## src/rtl/lfsr_range_rng_if.sv

```systemverilog
// Request/result bundle between the game controller (master) and the range RNG (slave).
interface lfsr_range_rng_if #(
  parameter int unsigned WIDTH = 16,
  parameter int unsigned OUT_W = 7
) ();
  logic             seed_load;
  logic [WIDTH-1:0] seed;
  logic             req;
  logic             req_ready;
  logic [OUT_W-1:0] range_max;
  logic             out_valid;
  logic             out_ready;
  logic [OUT_W-1:0] value;
  logic             busy;

  modport master (
    output seed_load, seed, req, range_max, out_ready,
    input  req_ready, out_valid, value, busy
  );

  modport slave (
    input  seed_load, seed, req, range_max, out_ready,
    output req_ready, out_valid, value, busy
  );
endinterface

```

## src/rtl/lfsr_range_rng.sv

```systemverilog
// Fibonacci LFSR draw reduced to 1..range_max by a bit-serial restoring divider.
// range_max of 0 bypasses the reduction and returns the low bits of the draw.
module lfsr_range_rng #(
  parameter int unsigned      WIDTH      = 16,
  parameter int unsigned      OUT_W      = 7,
  parameter logic [WIDTH-1:0] TAPS       = WIDTH'(16'hB400),
  parameter logic [WIDTH-1:0] RESET_SEED = WIDTH'(1),
  parameter bit               FREE_RUN   = 1'b0
) (
  input logic             clk,
  input logic             reset,
  lfsr_range_rng_if.slave bus
);
  localparam int unsigned      CNT_W     = $clog2(WIDTH + 1);
  localparam logic [WIDTH-1:0] SEED_INIT = (RESET_SEED == '0) ? WIDTH'(1) : RESET_SEED;

  localparam logic [1:0] StIdle = 2'd0;
  localparam logic [1:0] StDiv  = 2'd1;
  localparam logic [1:0] StDone = 2'd2;

  logic [1:0]       state_q, state_d;
  logic [WIDTH-1:0] lfsr_q, lfsr_d;
  logic [WIDTH-1:0] shift_q, shift_d;
  logic [OUT_W-1:0] byp_q, byp_d;
  logic [OUT_W-1:0] m_q, m_d;
  logic [OUT_W:0]   rem_q, rem_d;
  logic [CNT_W-1:0] cnt_q, cnt_d;
  logic [OUT_W-1:0] value_q, value_d;

  logic [WIDTH-1:0] lfsr_step;
  logic [OUT_W+1:0] t, t_red, m_ext;

  // All-zero is the lockup state, so any load or step landing there becomes 1.
  function automatic logic [WIDTH-1:0] no_zero(input logic [WIDTH-1:0] x);
    return (x == '0) ? WIDTH'(1) : x;
  endfunction

  assign lfsr_step = no_zero({lfsr_q[WIDTH-2:0], ^(lfsr_q & TAPS)});

  assign m_ext = {2'b00, m_q};
  assign t     = {rem_q, shift_q[WIDTH-1]};
  assign t_red = (t >= m_ext) ? (t - m_ext) : t;

  always_comb begin
    state_d = state_q;
    lfsr_d  = lfsr_q;
    shift_d = shift_q;
    byp_d   = byp_q;
    m_d     = m_q;
    rem_d   = rem_q;
    cnt_d   = cnt_q;
    value_d = value_q;
    if (bus.seed_load) begin
      lfsr_d  = no_zero(bus.seed);
      state_d = StIdle;
    end else begin
      case (state_q)
        StIdle: begin
          if (bus.req) begin
            lfsr_d  = lfsr_step;
            shift_d = lfsr_step;
            byp_d   = lfsr_step[OUT_W-1:0];
            m_d     = bus.range_max;
            rem_d   = '0;
            cnt_d   = CNT_W'(WIDTH);
            state_d = StDiv;
          end else if (FREE_RUN) begin
            lfsr_d = lfsr_step;
          end
        end
        StDiv: begin
          shift_d = {shift_q[WIDTH-2:0], 1'b0};
          rem_d   = (OUT_W+1)'(t_red);
          cnt_d   = cnt_q - CNT_W'(1);
          if (cnt_q == CNT_W'(1)) begin
            value_d = (m_q == '0) ? byp_q : OUT_W'(t_red) + OUT_W'(1);
            state_d = StDone;
          end
        end
        StDone: begin
          if (bus.out_ready) state_d = StIdle;
        end
        default: state_d = StIdle;
      endcase
    end
  end

  always_ff @(posedge clk or posedge reset) begin
    if (reset) begin
      state_q <= StIdle;
      lfsr_q  <= SEED_INIT;
      shift_q <= '0;
      byp_q   <= '0;
      m_q     <= '0;
      rem_q   <= '0;
      cnt_q   <= '0;
      value_q <= '0;
    end else begin
      state_q <= state_d;
      lfsr_q  <= lfsr_d;
      shift_q <= shift_d;
      byp_q   <= byp_d;
      m_q     <= m_d;
      rem_q   <= rem_d;
      cnt_q   <= cnt_d;
      value_q <= value_d;
    end
  end

  assign bus.req_ready = (state_q == StIdle);
  assign bus.busy      = (state_q == StDiv) || (state_q == StDone);
  assign bus.out_valid = (state_q == StDone);
  assign bus.value     = value_q;
endmodule

```

## src/flat_wrapper.sv

```systemverilog
// flat-port wrapper written by rule: the top's interface ports become plain ports
module lfsr_range_rng_flat 
#(
  parameter int unsigned      WIDTH      = 16,
  parameter int unsigned      OUT_W      = 7,
  parameter logic [WIDTH-1:0] TAPS       = WIDTH'(16'hB400),
  parameter logic [WIDTH-1:0] RESET_SEED = WIDTH'(1),
  parameter bit               FREE_RUN   = 1'b0
)
  (clk, reset, bus_seed_load, bus_seed, bus_req, bus_range_max, bus_out_ready, bus_req_ready, bus_out_valid, bus_value, bus_busy);
  lfsr_range_rng_if #(.WIDTH(WIDTH), .OUT_W(OUT_W)) bus_i ();
  input logic clk;
  input logic reset;
  input wire logic [$bits(bus_i.seed_load)-1:0] bus_seed_load;
  input wire logic [$bits(bus_i.seed)-1:0] bus_seed;
  input wire logic [$bits(bus_i.req)-1:0] bus_req;
  input wire logic [$bits(bus_i.range_max)-1:0] bus_range_max;
  input wire logic [$bits(bus_i.out_ready)-1:0] bus_out_ready;
  output wire logic [$bits(bus_i.req_ready)-1:0] bus_req_ready;
  output wire logic [$bits(bus_i.out_valid)-1:0] bus_out_valid;
  output wire logic [$bits(bus_i.value)-1:0] bus_value;
  output wire logic [$bits(bus_i.busy)-1:0] bus_busy;
  assign bus_i.seed_load = bus_seed_load;
  assign bus_i.seed = bus_seed;
  assign bus_i.req = bus_req;
  assign bus_i.range_max = bus_range_max;
  assign bus_i.out_ready = bus_out_ready;
  assign bus_req_ready = bus_i.req_ready;
  assign bus_out_valid = bus_i.out_valid;
  assign bus_value = bus_i.value;
  assign bus_busy = bus_i.busy;
  lfsr_range_rng #(.WIDTH(WIDTH), .OUT_W(OUT_W), .TAPS(TAPS), .RESET_SEED(RESET_SEED), .FREE_RUN(FREE_RUN)) u_core (.clk(clk), .reset(reset), .bus(bus_i));
endmodule
```

## config.mk

```make
export PLATFORM = sky130hd
export DESIGN_NAME = lfsr_range_rng_flat
export DESIGN_NICKNAME = d
export VERILOG_FILES = /design/src/rtl/lfsr_range_rng_if.sv /design/src/rtl/lfsr_range_rng.sv /design/src/flat_wrapper.sv
export SDC_FILE = /design/constraint.sdc
export NUM_CORES = 1
export LEC_CHECK = 0
export CAP_MARGIN = 30
export CORE_ASPECT_RATIO = 1.4
export CORE_MARGIN = 2
export CORE_UTILIZATION = 57
export CTS_CLUSTER_DIAMETER = 100
export DETAILED_ROUTE_END_ITERATION = 10
export GPL_TIMING_DRIVEN = 0
export PLACE_DENSITY = 0.86
export SLEW_MARGIN = 25
export SYNTH_ARGS = -nofsm -noshare
export SYNTH_HDL_FRONTEND = slang
export SYNTH_SLANG_ARGS = --single-unit
```

## constraint.sdc

```tcl
create_clock -name clk -period 3.11 [get_ports clk]
set_clock_uncertainty 0.1 [all_clocks]
set_input_delay 0.622 -clock clk [delete_from_list [all_inputs] [get_ports clk]]
set_output_delay 0.622 -clock clk [all_outputs]
set_load 0.02 [all_outputs]
```

==> flow_metrics.py <==
metrics = {
    "placed_design": {
        "numPortBuffers": 36,
        "place_congestion": 0.8555,
        "place_inst": 478,
        "hpwl_um": 6240,
    },
    "clocking": {
        "insertion_delay_ps": 340,
        "cts-resized-gates": 0,
        "cts_sinks": 68,
        "htree_levels": 3,
        "clock_path_buffers": 2,
        "holdBufCountCts": 0,
        "cts_buffers": 9,
        "postCtsSetupRepairBufs": 0,
        "clkTransAtPathRegs_ps": 80,
        "cts_root_buffer": "clkbuf_8",
        "tritoncts": "built",
    },
    "global_route": {
        "grt_first_pass_wirelength_um": 14270,
        "grt_pass1_vias": 3088,
        "track_usage_pct": 25.85,
        "grt_max_degree": 58,
        "antenna_found_initial": 0,
        "grt-ovfl-total": 0,
    },
    "floorplan": {
        "coreArea_um2": 6211,
        "num_rows": 34,
        "dieArea_um2": 7107,
        "initial_utilization_pct": 59.11,
        "num_io_pins": 38,
        "die_w_um": 71.83,
        "die_h_um": 98.96,
    },
    "critical_path": {
        "crit_slowest_cell": "dfrtp_1",
        "r2r_cells": 11,
        "worst_setup_path_end_kind": "register",
        "critPathKind": "reg2reg",
        "cpMostUsedCell": "inv_1",
        "cp.required_ps": 3290,
        "crit_family": "compound AO/OA/AOI/OAI gates",
        "cpPeakStageDelay_ps": 420,
        "r2r-start": "u_core.shift_q[15]$_DFFE_PP0P_",
        "cp_max_fo": 4,
        "cp-start-kind": "register",
        "path_buf_inv": 2,
        "cp_cell_sequence": "inv_1, ha_1, inv_1, fa_1, a211oi_1, nor2_1, xnor2_1, a41o_1, xor2_1, mux2i_1, o21ai_1",
        "r2r_end": "u_core.bus.value[5]$_DFFE_PP0P_",
        "arrival_ps": 3060,
        "cp-startpoint": "u_core.shift_q[15]$_DFFE_PP0P_",
        "ff2ff_setup_slack_ps": 230,
    },
    "sta": {
        "fin_crit_sh_pct": 92.63,
        "final_hold_viol_count": 0,
        "hold_ws_ps": 386.8,
        "rsz0062_at_grt": "no",
        "finalMaxSlewViolations": 0,
        "setup_viol": 0,
        "fin_crit_ps": 2881,
        "worst_pin_slew_ps": 667.5,
        "clock.fmax_mhz": 347.1,
        "slew_headroom_pct": 55.50,
    },
    "yosys": {
        "synth-warning-count": 0,
        "syn_area_per_cell_um2": 9.949,
        "synth-seq-cells": 68,
        "synth_area_um2": 3671,
        "synthArstFlopShare_pct": 100.0,
        "ys.flop_type": "dfrtp_1",
        "netlist_instances": 369,
        "syn_nets": 411,
        "netlist-cell-type-count": 46,
        "ys_seq_area_share_pct": 46.39,
        "synth_edf_count": 0,
    },
    "worst_hold_path": {
        "hp-start": "u_core.bus.value[2]$_DFFE_PP0P_",
        "worstHoldPathCells": 2,
        "hold_class": "reg2reg",
        "worstHoldEndpoint": "u_core.bus.value[2]$_DFFE_PP0P_",
    },
    "layout": {
        "area_delta_synth_final_pct": 19.12,
        "finalNonFillerCells": 494,
        "num-nets-final": 459,
        "diodes": 0,
        "drive_gt1_share_pct": 9.953,
        "multi_input_area_um2": 1773,
        "regArea_um2": 1703,
        "fillers": 447,
    },
    "status": {
        "outcome": "finished clean",
    },
    "pwr": {
        "swShare_pct": 36.59,
        "pwr-share-seq_pct": 40.7,
        "p_int_mw": 2.227,
        "p_leak_nw": 2.020,
        "peakVddDrop_v": 0.0003611,
        "power.switching_mw": 1.285,
        "p_per_area_nw_per_um2": 803.0,
        "pwr-share-comb_pct": 37.0,
        "clkPwrFrac_pct": 22.3,
    },
    "detailed_routing": {
        "post_drt_wl_per_cell_um": 17.22,
        "vias_per_cell": 6.257,
        "drcViolationCount": 0,
        "dr.pass1.iters": 6,
        "vias": 3091,
        "ant_nets": 0,
        "first_iter_violations": 221,
        "wirelength_um": 8509,
    },
    "job": {
        "cap_violations": 0,
    },
}
power groups by stage:
stage | sequential (mW) | clock [mW] | combinational [mW]
after floorplan | 1.39 | 0 | 0.904
after global placement | 1.42 | 0 | 1.22
after detailed placement | 1.43 | 0 | 1.28
after CTS | 1.42 | 0.794 | 1.30
after global routing | 1.46 | 0.834 | 1.43
final | 1.43 | 0.784 | 1.30
sequential cells by signal, indices dropped and copies added (netlist names):
signal            cells
u_core.shift_q       16
u_core.cnt_q          5
u_core.state_q        2
u_core.rem_q          8
u_core.m_q            7
u_core.bus.value      7
u_core.lfsr_q        16
u_core.byp_q          7
worst max-delay path by stage:
stage                                            to  slack, ps  depth (start not counted)
global placement          u_core.m_q[4]$_DFFE_PP0P_       -370                          2
finish              u_core.bus.value[5]$_DFFE_PP0P_        230                         11
global route        u_core.bus.value[5]$_DFFE_PP0P_         70                         11
CTS                 u_core.bus.value[5]$_DFFE_PP0P_        260                         11
detailed placement    u_core.shift_q[4]$_DFFE_PP0P_        190                          8
floorplan           u_core.bus.value[0]$_DFFE_PP0P_        680                          1
area by class of cell:
cell class	count	share of cell area (%)
multi-input cells	252	40.54
clock buffers	13	4.092
repair buffers	37	8.870
well taps	72	2.060
plain buffers	16	1.631
inverters	33	2.890
clock inverters	3	0.9728
flip-flops and latches	68	38.94
per-stage QoR:
stage	utilization, %	TNS [ps]	setup slack, ps	power, mW	cell area, µm²
finish	70.41	0	229.1	3.512	4373
global route	70.41	0	69.60	3.724	4373
CTS	70.41	0	263.1	3.507	4373
detailed placement	66.84	0	189.8	2.709	4151
global placement	66.36	-24370	-367.4	2.641	4121
floorplan	-	0	678.1	2.296	3671
metal layers:
layer,share of wire (%),track usage (%),vias up,wire (µm)
li1,-,-,1412,-
met1,38,29.95,1514,3217
met2,51,43.38,127,4326
met3,5.7,5.828,38,488
met4,5.6,14.80,0,477
met5,0,0,-,0
tightest hold or removal path: cells and delay by family (launching register included):
kind	cells	cell delay, ps
compound gates	1	60
flops	1	340
simple gates	1	50
placed cells by master, fill, tap and decap left out, types with 14 or more instances in the layout:
master,synthesis,final
o21ai_0,32,32
a21oi_1,15,15
clkdlybuf4s50_1,0,36
nor2_1,19,19
mux2i_1,25,25
dfrtp_1,67,67
inv_1,33,32
a222oi_1,14,14
nand2_1,40,40
synthesized netlist by cell type, drive strengths merged (4+ instances only):
cell type | n | area [µm²]
dfrtp | 67 | 1677
nand2 | 41 | 156.4
o21ai | 36 | 180.2
inv | 33 | 123.9
mux2i | 26 | 264.0
nor2 | 19 | 71.32
a21oi | 15 | 75.07
a222oi | 14 | 140.1
mux2 | 14 | 161.4
ha | 13 | 162.7
clkbuf | 12 | 45.04
xnor2 | 10 | 87.58
nor4 | 8 | 50.05
xor2 | 7 | 61.31
nor2b | 6 | 37.54
nor3 | 6 | 30.03
a211oi | 4 | 35.03
buf | 4 | 26.27
o31ai | 4 | 35.03
cell families after synthesis:
kind of cell | share of synthesized area, %
buffers and inverters | 5.317
flip-flops | 46.39
adder cells (fa/ha/maj) | 4.976
multiplexers | 11.59
XOR/XNOR | 4.056
AO/OA/AOI/OAI | 16.12
AND/OR/NAND/NOR | 11.55
(Power assumes the default switching activity.)
